### config.mk
export PLATFORM = sky130hd
export DESIGN_NAME = serial_subtractor
export DESIGN_NICKNAME = d
export VERILOG_FILES = /design/src/rtl/serial_subtractor.sv
export SDC_FILE = /design/constraint.sdc
export NUM_CORES = 1
export LEC_CHECK = 0
export CORE_MARGIN = 2
export CORE_UTILIZATION = 49
export CTS_CLUSTER_DIAMETER = 100
export CTS_CLUSTER_SIZE = 16
export DETAILED_ROUTE_END_ITERATION = 16
export PLACE_DENSITY = 0.81
export SLEW_MARGIN = 20
export SYNTH_ARGS = -nofsm -noshare
export SYNTH_HDL_FRONTEND = slang
export SYNTH_SLANG_ARGS = --single-unit
### constraint.sdc
create_clock -name clk_i -period 1.7 [get_ports clk_i]
set_input_delay 0.255 -clock clk_i [delete_from_list [all_inputs] [get_ports clk_i]]
set_output_delay 0.255 -clock clk_i [all_outputs]
set_load 0.01 [all_outputs]
### src/rtl/serial_subtractor.sv
// Bit-serial unsigned subtractor: a - b - bin, one bit per clock, LSB first.
// Operands are captured on an accepted start; results are held until the next operation completes.
module serial_subtractor #(
    parameter int WIDTH = 4
) (
    input  logic             clk_i,
    input  logic             rst_i,
    input  logic             start_i,
    input  logic [WIDTH-1:0] a_i,
    input  logic [WIDTH-1:0] b_i,
    input  logic             bin_i,
    output logic             busy_o,
    output logic             done_o,
    output logic [WIDTH-1:0] diff_o,
    output logic             bout_o
);

    localparam int CW = (WIDTH > 2) ? $clog2(WIDTH) : 1;
    localparam logic [CW-1:0] LAST = CW'(WIDTH - 1);

    typedef enum logic [1:0] {
        IDLE = 2'd0,
        RUN  = 2'd1,
        DONE = 2'd2
    } state_t;

    state_t           state_q;
    logic [WIDTH-1:0] a_q;
    logic [WIDTH-1:0] b_q;
    logic             br_q;
    logic [WIDTH-1:0] res_q;
    logic [CW-1:0]    cnt_q;
    logic             busy_q;
    logic             done_q;
    logic [WIDTH-1:0] diff_q;
    logic             bout_q;

    logic             a0;
    logic             b0;
    logic             bit_d;
    logic             br_d;
    logic [WIDTH-1:0] res_d;

    // Single full-subtractor cell working on the current LSBs.
    always_comb begin
        a0    = a_q[0];
        b0    = b_q[0];
        bit_d = a0 ^ b0 ^ br_q;
        br_d  = (~a0 & b0) | (~(a0 ^ b0) & br_q);
        res_d = {bit_d, res_q[WIDTH-1:1]};
    end

    always_ff @(posedge clk_i) begin
        if (rst_i) begin
            state_q <= IDLE;
            a_q     <= '0;
            b_q     <= '0;
            br_q    <= 1'b0;
            res_q   <= '0;
            cnt_q   <= '0;
            busy_q  <= 1'b0;
            done_q  <= 1'b0;
            diff_q  <= '0;
            bout_q  <= 1'b0;
        end else begin
            case (state_q)
                IDLE: begin
                    done_q <= 1'b0;
                    if (start_i) begin
                        a_q     <= a_i;
                        b_q     <= b_i;
                        br_q    <= bin_i;
                        cnt_q   <= '0;
                        busy_q  <= 1'b1;
                        state_q <= RUN;
                    end
                end
                RUN: begin
                    a_q   <= a_q >> 1;
                    b_q   <= b_q >> 1;
                    br_q  <= br_d;
                    res_q <= res_d;
                    cnt_q <= cnt_q + CW'(1);
                    // Final bit: publish the result on the same edge so done follows start by WIDTH cycles.
                    if (cnt_q == LAST) begin
                        cnt_q   <= '0;
                        busy_q  <= 1'b0;
                        done_q  <= 1'b1;
                        diff_q  <= res_d;
                        bout_q  <= br_d;
                        state_q <= DONE;
                    end
                end
                DONE: begin
                    done_q  <= 1'b0;
                    state_q <= IDLE;
                end
                default: begin
                    busy_q  <= 1'b0;
                    done_q  <= 1'b0;
                    state_q <= IDLE;
                end
            endcase
        end
    end

    assign busy_o = busy_q;
    assign done_o = done_q;
    assign diff_o = diff_q;
    assign bout_o = bout_q;

endmodule

==> impl_metrics.json <==
{
  "synth_top_area_share": 0.485,
  "met3_usage": 0.0717,
  "cts_max_level": 1,
  "switching_share": 0.241,
  "grt_pass1_wl_um": 2740,
  "root_buffer": "clkbuf_4",
  "syn_inst": 105,
  "cp-start-kind": "register",
  "postCtsSetupBuffers": 0,
  "tightest_slew_ns": 0.381,
  "combPwrFrac": 0.136,
  "n_antenna_cell": 0,
  "max_slew_margin": 0.745,
  "dr.pass1.iters": 4,
  "cap_violations": 0,
  "slew_viol_final": 0,
  "drt_iter0_markers": 8,
  "path_class": "reg2out",
  "whs_endpoint": "diff_o[3]$_SDFFE_PP0P_",
  "seqPwrFrac": 0.611,
  "core_area_um2": 1780,
  "grt_pass1_vias": 650,
  "area_growth_pct": 23.1,
  "leakage_nw": 0.439,
  "drc": 0,
  "seqCellArea_um2": 460,
  "globalRouteMet1Util": 0.228,
  "route.detailed.wl_per_inst_um": 11.4,
  "ir_worst_vdd_v": 0.000589,
  "fmax_mhz": 691,
  "slowest_delay_ns": 0.54,
  "switching_power_mw": 0.230,
  "clk-insertion-delay-late_ns": 0.30,
  "required_ns": 1.44,
  "final_antenna_net_count": 0,
  "grtUsageMet2": 0.264,
  "syn_area_per_cell_um2": 9.04,
  "status": "complete, no violations",
  "clkPwrFrac": 0.253,
  "multi_input_area_um2": 437,
  "grt_overflow_total": 0,
  "hold_depth": 2,
  "clk_pin_slew_ns": 0.12,
  "clk_path_buf_depth": 2,
  "arrival_ns": 1.19,
  "n_fill_cell": 154,
  "track_usage": 0.174,
  "worstPathMaxFanout": 2,
  "finClkSkew_ns": 0.00356,
  "tritoncts": "done",
  "gp_congestion": 0.784,
  "r2r_start": "state_q[0]$_SDFFE_PP0P_",
  "antenna_found_initial": 0,
  "rsz0062_at_grt": "no",
  "worstHoldStart": "diff_o[3]$_SDFFE_PP0P_",
  "setup_viol": 0,
  "powerDensity_nw_per_um2": 817,
  "min_period_ns": 1.45,
  "r2r_end": "diff_o[0]$_SDFFE_PP0P_",
  "crit_start": "busy_o$_SDFFE_PP0P_",
  "start_util": 0.533,
  "hold_class": "reg2reg",
  "ctsResizeCount": 0,
  "slowest_stage": "clkdlybuf4s50_1",
  "cts_made_buffers": 3,
  "grt.busiest_layer": "met2",
  "die_area_um2": 2310,
  "routed_wirelength_um": 1680,
  "via_count": 762,
  "cp-end-kind": "output pin",
  "p_int_mw": 0.725,
  "drive_above_1_share": 0.0574,
  "ys_seq_area_frac": 0.485,
  "ys_types": 23,
  "fin_setup_tns_ns": 0,
  "port_buffers": 18,
  "ys_top_cells_by_area": "dfxtp_1 (48%), mux2i_1 (7.4%), a211oi_1 (5.5%), a21oi_1 (5.3%), nor2_1 (5.1%)",
  "netlist_area_um2": 950,
  "dpl.hpwl_um": 1240,
  "cts_sinks": 23,
  "finish.net_count": 138,
  "io_pins": 19,
  "syn_nets": 120,
  "ys_seq_elements": 23,
  "die_w_um": 48.0,
  "path_buf_inv": 1,
  "total_power_mw": 0.954,
  "timing.final.crit_share": 0.851,
  "die_y_um": 48.0,
  "yosysTopAreaCell": "dfxtp_1",
  "placementRows": 15,
  "drt-vias-per-instance": 5.18,
  "path_cells": "clkdlybuf4s50_1",
  "reg2regPathDepth": 4,
  "hold_viol_final": 0,
  "r2r_setup_slack_ns": 0.36,
  "ys_warn_count": 0,
  "grt_start_max_net_pins": 24,
  "crit_family": "buffers and inverters",
  "postCtsHoldBufs": 0
}
## synthesized netlist by cell type (all sizes together)
master / n
a211oi: 7
a21oi: 10
a22oi: 4
a311oi: 1
buf: 5
clkbuf: 3
dfxtp: 23
fa: 1
ha: 2
inv: 3
mux2i: 7
nand2: 11
nand2b: 2
nand3: 4
nand3b: 1
nor2: 13
nor2b: 1
nor3: 3
nor3b: 1
o21ai: 1
o21bai: 1
or3b: 1
## cell usage in the layout, fill, tap and decap left out, types with 2 or more instances in the layout
| cell type | count |
|---|---|
| a211oi_1 | 7 |
| a21oi_1 | 10 |
| a22oi_1 | 4 |
| buf_4 | 3 |
| clkbuf_4 | 3 |
| clkdlybuf4s50_1 | 18 |
| dfxtp_1 | 23 |
| ha_1 | 2 |
| inv_1 | 3 |
| mux2i_1 | 7 |
| nand2_1 | 11 |
| nand2b_1 | 2 |
| nand3_1 | 4 |
| nor2_1 | 13 |
| nor3_1 | 3 |
## layer usage
| layer | share of wire | wire length, µm |
|---|---|---|
| met3 | 0.061 | 102 |
| met5 | 0 | 0 |
| met4 | 0.0072 | 12 |
| met1 | 0.48 | 801 |
| met2 | 0.45 | 759 |
## cells by family after synthesis
| group | synth area share |
|---|---|
| buffers and inverters | 0.0553 |
| adders and majority gates | 0.0474 |
| and+or+nand+nor | 0.177 |
| muxes | 0.0738 |
| DFF | 0.485 |
| AOI/OAI and AO/OA | 0.162 |
## how the worst max path moves through the flow
stage                                   end  slack [ns]  depth (start not counted)
after floorplan           br_q$_SDFFE_PP0P_        0.50                          4
after global placement    br_q$_SDFFE_PP0P_        0.14                          4
after detailed placement  br_q$_SDFFE_PP0P_        0.09                          4
after CTS                            busy_o        0.23                          1
after global routing                 busy_o        0.17                          1
final                                busy_o        0.25                          1
## power groups by stage
| stage | combinational (mW) | clock (mW) | sequential, mW |
|---|---|---|---|
| floorplan | 0.0868 | 0 | 0.590 |
| global placement | 0.127 | 0 | 0.594 |
| detailed placement | 0.130 | 0 | 0.596 |
| CTS | 0.131 | 0.256 | 0.584 |
| global route | 0.144 | 0.280 | 0.588 |
| finish | 0.130 | 0.241 | 0.583 |
## metrics by stage
stage	hold WS [ns]	cell area (µm²)	utilization	cells	worst slack (ns)
5_1_grt	0.493	1170	0.655	147	0.171
2_1_floorplan	0.327	950	-	105	0.500
6_report	0.462	1170	0.655	147	0.253
3_3_place_gp	0.443	1140	0.641	143	0.136
4_1_cts	0.465	1170	0.655	147	0.228
3_5_place_dp	0.448	1140	0.641	143	0.0902
## state kept, by name (all words and copies together), names as in the netlist
register  cells
res_q         3
a_q           4
bout_o        1
br_q          1
state_q       2
cnt_q         2
busy_o        1
diff_o        4
b_q           4
done_o        1
## area by class of cell
type / count / share of cell area
Clock buffer: 4 / 0.0225
Inverter: 3 / 0.00964
Multi-Input combinational cell: 71 / 0.374
Sequential cell: 23 / 0.394
Tap cell: 25 / 0.0268
Timing Repair Buffer: 21 / 0.173
(Power assumes the default switching activity.)
